### src/rtl/moving_average_filter_pkg.sv
// Shared window-depth default and FSM state encoding for the moving-average filter.
package moving_average_filter_pkg;

  localparam int unsigned c_AVG_LOG2_DEPTH = 3;

  typedef enum logic {
    s_FILL = 1'b0,
    s_RUN  = 1'b1
  } avg_state_t;

endpackage

### src/rtl/moving_average_filter_ring_buffer.sv
// Sample history ring: synchronous write, asynchronous read of the slot about to be overwritten.
module sample_ring_buffer
  import moving_average_filter_pkg::*;
#(
  parameter int unsigned g_Width      = 8,
  parameter int unsigned g_Log2_Depth = c_AVG_LOG2_DEPTH
) (
  input  logic               clk,
  input  logic               rst_n,
  input  logic               clear,
  input  logic               wr_en,
  input  logic [g_Width-1:0] wr_data,
  output logic [g_Width-1:0] rd_data
);

  logic [g_Width-1:0]      mem [2**g_Log2_Depth];
  logic [g_Log2_Depth-1:0] wr_ptr;

  // Pointer width equals log2 depth, so the increment wraps with no gap.
  always_ff @(posedge clk or negedge rst_n) begin
    if (!rst_n) begin
      wr_ptr <= '0;
    end else if (clear) begin
      wr_ptr <= '0;
    end else if (wr_en) begin
      wr_ptr <= wr_ptr + 1'b1;
    end
  end

  // Storage carries no reset so it maps onto distributed RAM.
  always_ff @(posedge clk) begin
    if (wr_en) begin
      mem[wr_ptr] <= wr_data;
    end
  end

  assign rd_data = mem[wr_ptr];

endmodule

### src/rtl/moving_average_filter.sv
// Boxcar moving-average filter over the last 2^g_Log2_Depth samples using a running sum.
module moving_average_filter
  import moving_average_filter_pkg::*;
#(
  parameter int unsigned g_Width      = 8,
  parameter int unsigned g_Log2_Depth = c_AVG_LOG2_DEPTH
) (
  input  logic               i_Clk,
  input  logic               i_Rst_L,
  input  logic               i_Clear,
  input  logic               i_Sample_DV,
  input  logic [g_Width-1:0] i_Sample,
  output logic               o_Average_DV,
  output logic [g_Width-1:0] o_Average,
  output logic               o_Primed
);

  localparam int unsigned c_SUM_W = g_Width + g_Log2_Depth;
  localparam int unsigned c_LAST  = (1 << g_Log2_Depth) - 1;
  localparam logic [g_Log2_Depth:0] c_LAST_CNT = c_LAST[g_Log2_Depth:0];

  avg_state_t             state, state_next;
  logic [c_SUM_W-1:0]     sum, next_sum;
  logic [g_Log2_Depth:0]  count;
  logic [g_Width-1:0]     rd_data, oldest;
  logic                   accept, window_full, strobe;

  assign accept      = i_Sample_DV && !i_Clear;
  assign window_full = (count == c_LAST_CNT);

  sample_ring_buffer #(
    .g_Width      (g_Width),
    .g_Log2_Depth (g_Log2_Depth)
  ) u_ring (
    .clk     (i_Clk),
    .rst_n   (i_Rst_L),
    .clear   (i_Clear),
    .wr_en   (accept),
    .wr_data (i_Sample),
    .rd_data (rd_data)
  );

  always_ff @(posedge i_Clk or negedge i_Rst_L) begin
    if (!i_Rst_L) begin
      state <= s_FILL;
    end else begin
      state <= state_next;
    end
  end

  always_comb begin
    state_next = state;
    if (i_Clear) begin
      state_next = s_FILL;
    end else if (accept && state == s_FILL && window_full) begin
      state_next = s_RUN;
    end
  end

  // Oldest is zero while filling so stale ring contents never enter the sum.
  always_comb begin
    oldest   = (state == s_RUN) ? rd_data : '0;
    strobe   = accept && (state == s_RUN || window_full);
    next_sum = sum + c_SUM_W'(i_Sample) - c_SUM_W'(oldest);
  end

  always_ff @(posedge i_Clk or negedge i_Rst_L) begin
    if (!i_Rst_L) begin
      sum          <= '0;
      count        <= '0;
      o_Average    <= '0;
      o_Average_DV <= 1'b0;
      o_Primed     <= 1'b0;
    end else if (i_Clear) begin
      sum          <= '0;
      count        <= '0;
      o_Average_DV <= 1'b0;
      o_Primed     <= 1'b0;
    end else begin
      o_Average_DV <= strobe;
      if (accept) begin
        sum <= next_sum;
        if (state == s_FILL) begin
          count <= count + 1'b1;
        end
      end
      if (strobe) begin
        o_Average <= next_sum[c_SUM_W-1:g_Log2_Depth];
        o_Primed  <= 1'b1;
      end
    end
  end

endmodule

### config.mk
export PLATFORM = sky130hd
export DESIGN_NAME = moving_average_filter
export DESIGN_NICKNAME = d
export VERILOG_FILES = /design/src/rtl/moving_average_filter_pkg.sv /design/src/rtl/moving_average_filter_ring_buffer.sv /design/src/rtl/moving_average_filter.sv
export SDC_FILE = /design/constraint.sdc
export NUM_CORES = 1
export LEC_CHECK = 0
export CAP_MARGIN = 10
export CORE_MARGIN = 8
export CORE_UTILIZATION = 30
export CTS_BUF_LIST = sky130_fd_sc_hd__clkbuf_16
export DETAILED_ROUTE_END_ITERATION = 8
export GPL_TIMING_DRIVEN = 0
export PLACE_DENSITY_LB_ADDON = 0.25
export RECOVER_POWER = 100
export SETUP_SLACK_MARGIN = 0.15
export SYNTH_ARGS = -nofsm -noshare
export SYNTH_HDL_FRONTEND = slang
export SYNTH_HIERARCHICAL = 1
export SYNTH_SLANG_ARGS = --single-unit
### constraint.sdc
create_clock -name i_Clk -period 7.8 [get_ports i_Clk]
set_input_delay 1.95 -clock i_Clk [delete_from_list [all_inputs] [get_ports i_Clk]]
set_output_delay 1.95 -clock i_Clk [all_outputs]
set_load 0.05 [all_outputs]
Yosys cells after proc, flatten, opt, wreduce, memory -nomap -nowiden
Memories as Yosys holds them, arrays and structs flattened. Cells that the tools add are included.

Input bits: 12. Bits in registers: 29. Memories kept: 1. RAM bits: 64. Word-level logic and storage cells: 42.

Bitwise operators: 2. Reduce and logical (&&, ||, !) cells: 11. Equality and inequality tests: 2. Muxes and demuxes: 15. $add $sub $neg: 4.

Memory list: u_ring.mem (words 8, bits a word 8, rd ports 1, clocked after memory_dff 0, wr ports 1, RTL line moving_average_filter_ring_buffer.sv:16) `logic [g_Width-1:0] mem [2**g_Log2_Depth];`.

Operators with widths (number): 11-bit 2-to-1 mux (2); 4-bit 2-to-1 mux (3); 11-bit by 8-bit adder with 11-bit output (1); 11-bit by 8-bit subtractor with 11-bit output (1); 8-bit 2-to-1 mux (1); 1-bit 2-to-1 mux (7); 3-bit 2-to-1 mux (2); 2-bit nonzero test (3); 4-bit by 1-bit adder with 4-bit output, second input constant (1); 4-bit by 3-bit == test with 1-bit output, second input constant (1); 1-bit logical AND (4); 2-bit AND reduction (2); 3-bit by 1-bit adder with 3-bit output, second input constant (1); 2-bit inequality test, second input constant (1); 1-bit inverter (2); 1-bit zero test (1); 1-bit logical OR (1).

Longest topological paths before layout
Gate-level depths: netlist (run 1).

Depth after elaboration: 6. Mapped depth: 17. Gate-level depth less buffers: 15.

Hierarchy
The synthesis (run 1) kept the hierarchy.

Modules (own cells, without submodules): sample_ring_buffer (area each 2698.8 µm², instances 1, cells an instance 153); moving_average_filter (area each 1880.6 µm², instances 1, cells an instance 213).

Worst setup path before layout (run 1)
Ideal clock, no wire load.

Path type: input port to flip-flop. Start: input i_Sample[2]. End: register sum[10]. Data arrival time: 4.309 ns. Slack: 3.413 ns. Path buffers: 0. Cell stages on the path: 10. Required time: 7.722 ns. Setup time: 0.078 ns. Path through: inv_1 -> fa_1 -> inv_1 -> ha_1 -> and2b_1 -> o31a_2 -> o21ai_2 -> mux2_4 -> or4_1 -> a21oi_1.

Cells in the longest elaborated chain, start to end: 4.

Ends and longest elaborated chain: start, declared (RTL line moving_average_filter.sv:12) `input logic [g_Width-1:0] i_Sample,`; 11-bit by 8-bit adder with 11-bit output (RTL line moving_average_filter.sv:64) `next_sum = sum + c_SUM_W'(i_Sample) - c_SUM_W'(oldest);`; 11-bit by 8-bit subtractor with 11-bit output (RTL line moving_average_filter.sv:64); 11-bit 2-to-1 mux (RTL line moving_average_filter.sv:81) `if (accept) begin`; 11-bit 2-to-1 mux (RTL line moving_average_filter.sv:74) `end else if (i_Clear) begin`; end signal, assigned (RTL line moving_average_filter.sv:82) `sum <= next_sum;`; end, declared (RTL line moving_average_filter.sv:23) `logic [c_SUM_W-1:0] sum, next_sum;`.

No other way between the ends. The select of a mux whose other input is x is not followed. A chain may end at the register's enable or synchronous reset.

Final worst setup path (run 1)
Same ends and word-level chain as after synthesis.

==> results_dict.tcl, run 1 <==
set metrics [dict create \
    dieArea_um2 19500 \
    avgSynthCellArea_um2 12.5 \
    synth.net_count 399 \
    viasPerCell 4.73 \
    ir_drop_mv 0.0998 \
    vias 2811 \
    synthFlopType "edfxtp_1" \
    wl_per_cell_um 16.9 \
    min_delay_worst_endpoint "o_Average[3]" \
    synth-seq-cells 93 \
    core-area_um2 15000 \
    start_util 0.305 \
    clock_sinks 93 \
    r2r_cells 15 \
    clk_path_buf_depth 2 \
    grt_pass1_wl_um 15900 \
    hp-class "reg2reg" \
    p_leak_nw 2.11 \
    seq_area_um2 2650 \
    final.setup.tns_ps 0 \
    antenna_left 0 \
    synth_cells 366 \
    fin_ws_ps 2700 \
    drive_gt1_frac 0.106 \
    yosysSeqAreaShare 0.578 \
    clock_skew_ps 9.72 \
    clk_pin_slew_ps 70 \
    synth_edf_count 64 \
    cellPowerDensity_nw_per_um2 249 \
    cts_resized 0 \
    cts_setup_buffers 0 \
    rr_startpoint "u_ring/wr_ptr[1]" \
    whs_path_depth 2 \
    cts_root_buf "clkbuf_16" \
    place_worst_setup_slack_ps 2550 \
    r2r_slack_ps 3690 \
    dp_hpwl_um 7040 \
    rsz0062_at_grt "no" \
    cap_violations 0 \
    ios 22 \
    cp_max_fo 9 \
    worstHoldStart "o_Average[3]" \
    ys_types 52 \
    rr_endpoint "sum[10]" \
    hold_ws_ps 475 \
    h-tree-depth 3 \
    setup-violations-final 0 \
    drc 0 \
    grt_overflow 0 \
    grt_start_max_net_pins 20 \
    cts_tree "built" \
    async_reset_ff_frac 0.312 \
    rows 45 \
    die_y_um 140 \
    fmax_mhz 196 \
    fin_crit_sh 0.654 \
    netlist_area_um2 4580 \
    cp-end-kind "flop" \
    area_delta_synth_final_pct 16.4 \
    die_w_um 140 \
    nets 434 \
    slew_headroom 0.220 \
    required_ps 8060 \
    finalHoldViolCount 0 \
    final_area_um2 5330 \
    cts_made_buffers 9 \
    worstMarginPinSlew_ps 1170 \
    clock_latency_ps 350 \
    drt_first_pass_iters 5 \
    antenna_found_initial 0 \
    critPathArrivalTime_ps 5360 \
    grt_pass1_vias 2994 \
    num-fill-cells 1424 \
    antenna-diode-count 0 \
    drt-initial-drc-count 175 \
    routed_wl_um 10000 \
    track_usage 0.106 \
    port_buffers 21 \
    worstSetupPathType "in2reg" \
    min_period_ps 5100 \
    start_kind "input port" \
    multi_input_area_um2 1660 \
    dpl_cell_area_um2 5070 \
    gp_congestion 0.847 \
    status "finished, final reports clean" \
    holdBufCountCts 0 \
    slew_violations 0 \
    synth_warnings 6 \
]
[logic make-up (layout without fill, tap and decap cells)]
group / count (synthesis) / in the layout / synth area share
AO/OA/AOI/OAI: 56 / 56 / 0.0833
XOR/XNOR: 12 / 12 / 0.0230
adder cells (fa/ha/maj): 21 / 21 / 0.0705
buffers and inverters: 60 / 100 / 0.0568
flip-flops: 93 / 93 / 0.578
multiplexers: 29 / 29 / 0.0874
AND/OR/NAND/NOR: 95 / 95 / 0.101
[power breakdown]
part	switching [mW]	internal, mW
combinational	0.193	0.137
sequential	0.0125	0.549
clock	0.210	0.227
total	0.415	0.913
[cells in the final DEF (no fill, tap or decap), drive strengths merged, types with 5 or more instances in the layout]
cell type	Yosys	routed
a21oi	12	12
and2	11	11
buf	12	12
clkbuf	3	15
dfrtp	29	29
dlygate4sd3	0	21
edfxtp	64	64
fa	8	8
ha	13	13
inv	45	48
mux2	5	5
mux2i	16	16
mux4	8	8
nand2	26	26
nand2b	5	5
nor2	28	28
nor3	5	5
o21ai	11	11
xnor2	8	8
[cells in the mapped netlist, drive strengths merged, types with 4 or more instances]
library cell	n	area share
edfxtp	64	0.42
inv	45	0.037
dfrtp	29	0.16
nor2	28	0.023
nand2	26	0.021
mux2i	16	0.035
ha	13	0.036
a21oi	12	0.013
buf	12	0.017
and2	11	0.015
o21ai	11	0.013
fa	8	0.035
mux4	8	0.039
xnor2	8	0.015
mux2	5	0.013
nand2b	5	0.0068
nor3	5	0.0055
nand3	4	0.0044
o211ai	4	0.0066
xor2	4	0.0076
[worst max path at each step]
stage	startpoint	endpoint	depth (start not counted)
floorplan	i_Sample[2]	sum[10]	10
global placement	i_Sample[2]	sum[10]	11
detailed placement	i_Sample[2]	sum[10]	11
CTS	i_Sample[1]	sum[10]	10
global route	i_Sample[2]	sum[10]	11
finish	i_Sample[2]	sum[10]	11
[worst max-delay path, cell delays in order]
cell	delay [ps]
dlygate4sd3_1	690
inv_1	130
fa_1	550
inv_1	40
ha_1	320
and2b_1	200
o31a_2	290
o21ai_0	240
mux2_1	400
or4_1	410
a21oi_1	150
[state kept, by name, indices dropped and copies added, names as in the netlist]
signal / count
u_ring/mem: 64
sum: 11
o_Average: 8
count: 4
u_ring/wr_ptr: 3
o_Average_DV: 1
o_Primed: 1
state: 1
[final cells by class]
class | instances | area share
clock inverter | 7 | 0.0141
inverter | 45 | 0.0317
clock buffer | 9 | 0.0423
timing repair buffer | 24 | 0.0416
buffer | 15 | 0.0171
multi-input combinational | 213 | 0.312
sequential | 93 | 0.497
tap | 188 | 0.0441
[through the flow]
stage	power (mW)	utilization	instances
final	1.33	0.354	594
after global routing	1.40	0.354	594
after CTS	1.35	0.357	594
after detailed placement	0.910	0.337	578
after global placement	0.903	0.334	575
after floorplan	0.822	-	366
[routing by layer]
layer	share of wire	vias to the layer above	track usage
li1	-	1362	-
met2	0.51	51	0.182
met1	0.44	1390	0.130
met4	0.014	0	0.0417
met3	0.034	8	0.0171
met5	0	-	0
Note: power is estimated with default switching activity, not from simulation.
==> inputs of run 2 (changes only) <==
==> constraint.sdc (replaced) <==
create_clock -name i_Clk -period 4.7 [get_ports i_Clk]
set_input_delay 1.175 -clock i_Clk [delete_from_list [all_inputs] [get_ports i_Clk]]
set_output_delay 1.175 -clock i_Clk [all_outputs]
set_load 0.05 [all_outputs]
==> results_dict.tcl, run 2 (synthesis gave the netlist of run 1 again) <==
set metrics [dict create \
    use_met3 0.0171 \
    rr_startpoint "u_ring/wr_ptr[1]" \
    rr_endpoint "sum[10]" \
    cp_max_fo 9 \
    met1_usage 0.130 \
    cp-end-kind "flop" \
    finalPower_mw 2.21 \
    holdBufCountCts 0 \
    largest_register_ffs 64 \
    fin_crit_sh 0.912 \
    ir_drop_mv 0.166 \
    whs_path_depth 2 \
    clock_skew_ps 9.70 \
    slowest_delay_ps 690 \
    port_buffers 21 \
    antenna-diode-count 0 \
    antenna_found_initial 0 \
    largestRegisters "u_ring/mem (64), sum (11), o_Average (8)" \
    cts_root_buf "clkbuf_16" \
    pwr-share-seq 0.422 \
    antenna_left 0 \
    viasPerCell 4.72 \
    timing.critical_path.cells "dlygate4sd3_1 > inv_1 > fa_1 > inv_1 > ha_1 > and2b_1 > o31a_2 > o21ai_0 > mux2_4 > or4_1 > a21oi_1" \
    cellPowerDensity_nw_per_um2 414 \
    vias 2804 \
    min_delay_worst_endpoint "o_Average[3]" \
    start_util 0.305 \
    start_kind "input port" \
    setup-violations-final 0 \
    worstHoldStart "o_Average[3]" \
    rsz0062_at_grt "no" \
    fmax_mhz 233 \
    cp_top_family "adder cells" \
    drive_gt1_frac 0.106 \
    cts_setup_buffers 0 \
    finalHoldViolCount 0 \
    min_period_ps 4290 \
    r2r_cells 14 \
    power.internal_mw 1.52 \
    use_met2 0.182 \
    dieArea_um2 19500 \
    ios 22 \
    die_y_um 140 \
    cap_violations 0 \
    worstMarginPinSlew_ps 1150 \
    grt_pass1_vias 2994 \
    gp_congestion 0.847 \
    clk_pin_slew_ps 70 \
    p_switching_uw 690 \
    cts_resized 0 \
    combPwrFrac 0.251 \
    area_delta_synth_final_pct 16.4 \
    nets 434 \
    final_cell_mix "64 x edfxtp_1, 44 x inv_1, 29 x dfrtp_1" \
    dp_hpwl_um 7040 \
    clk_path_buf_depth 2 \
    rows 45 \
    routed_wl_um 10000 \
    switching_share 0.312 \
    num-fill-cells 1424 \
    die_w_um 140 \
    final.setup.tns_ps 0 \
    h-tree-depth 3 \
    cpMostUsedCell "inv_1" \
    cp_slowest_cell "dlygate4sd3_1" \
    status "finished, final reports clean" \
    worstSetupPathType "in2reg" \
    hold_ws_ps 475 \
    r2r_slack_ps 450 \
    clock_latency_ps 350 \
    cts_made_buffers 9 \
    cts_tree "built" \
    busiest_layer "met2" \
    slew_violations 0 \
    clock_sinks 93 \
    drt-initial-drc-count 195 \
    final_common_cell "edfxtp_1" \
    crit_start "i_Sample[2]" \
    track_usage 0.106 \
    core-area_um2 15000 \
    grt_pass1_wl_um 15900 \
    critPathArrivalTime_ps 4550 \
    crit_buf_inv 3 \
    drt_first_pass_iters 4 \
    slew_headroom 0.232 \
    p_leak_nw 2.11 \
    hp-class "reg2reg" \
    grt_overflow 0 \
    power_frac_clock 0.328 \
    drc 0 \
    wl_per_cell_um 16.9 \
    grt_start_max_net_pins 20 \
    top_register "u_ring/mem" \
    required_ps 4960 \
]
==> run 2: cell count changes in the layout (fill, tap and decap cells not counted) <==
| cell | delta |
|---|---|
| mux2_1 | -1 |
| and2_1 | -2 |
| buf_2 | -1 |
| clkbuf_1 | +1 |
| mux2_4 | +1 |
| and2_0 | +2 |
==> run 2: worst min-delay path, cell delays in order (launching register included) <==
cell and delay, ps:
dfrtp_1 340, nand2_1 40, o21ai_0 60
==> run 2: power by group through the flow <==
stage	Clock (mW)	Combinational [mW]	Sequential [mW]
CTS	0.741	0.570	0.931
global route	0.766	0.621	0.935
floorplan	0	0.419	0.946
detailed placement	0	0.562	0.948
finish	0.724	0.554	0.932
global placement	0	0.551	0.947
==> run 2: how the worst max path moves through the flow <==
stage	cells after the start	endpoint	slack [ps]
after floorplan	15	sum[10]	1010
after global placement	11	sum[10]	230
after detailed placement	11	sum[10]	220
after CTS	10	sum[10]	550
after global routing	11	sum[10]	200
final	11	sum[10]	410
==> run 2: final cells by class <==
class / instances / area, um2 / share of cell area
tap: 188 / 235 / 0.0441
buffer: 15 / 90.1 / 0.0169
clock buffer: 9 / 225 / 0.0422
timing repair buffer: 24 / 221 / 0.0415
sequential: 93 / 2650 / 0.497
multi-input combinational: 213 / 1670 / 0.313
inverter: 45 / 169 / 0.0317
clock inverter: 7 / 75.1 / 0.0141
==> run 2: through the flow <==
step,util,setup slack [ps],instances,area (um2)
2_1_floorplan,-,1010,366,4580
3_3_place_gp,0.334,230,575,5020
3_5_place_dp,0.337,220,578,5070
4_1_cts,0.357,550,594,5370
5_1_grt,0.355,196,594,5330
6_report,0.355,412,594,5330
==> run 2: metal layers <==
metal  part of all wire  wire [um]
met3              0.028        283
met4              0.014        143
met5                  0          0
met1               0.45       4490
met2               0.51       5100
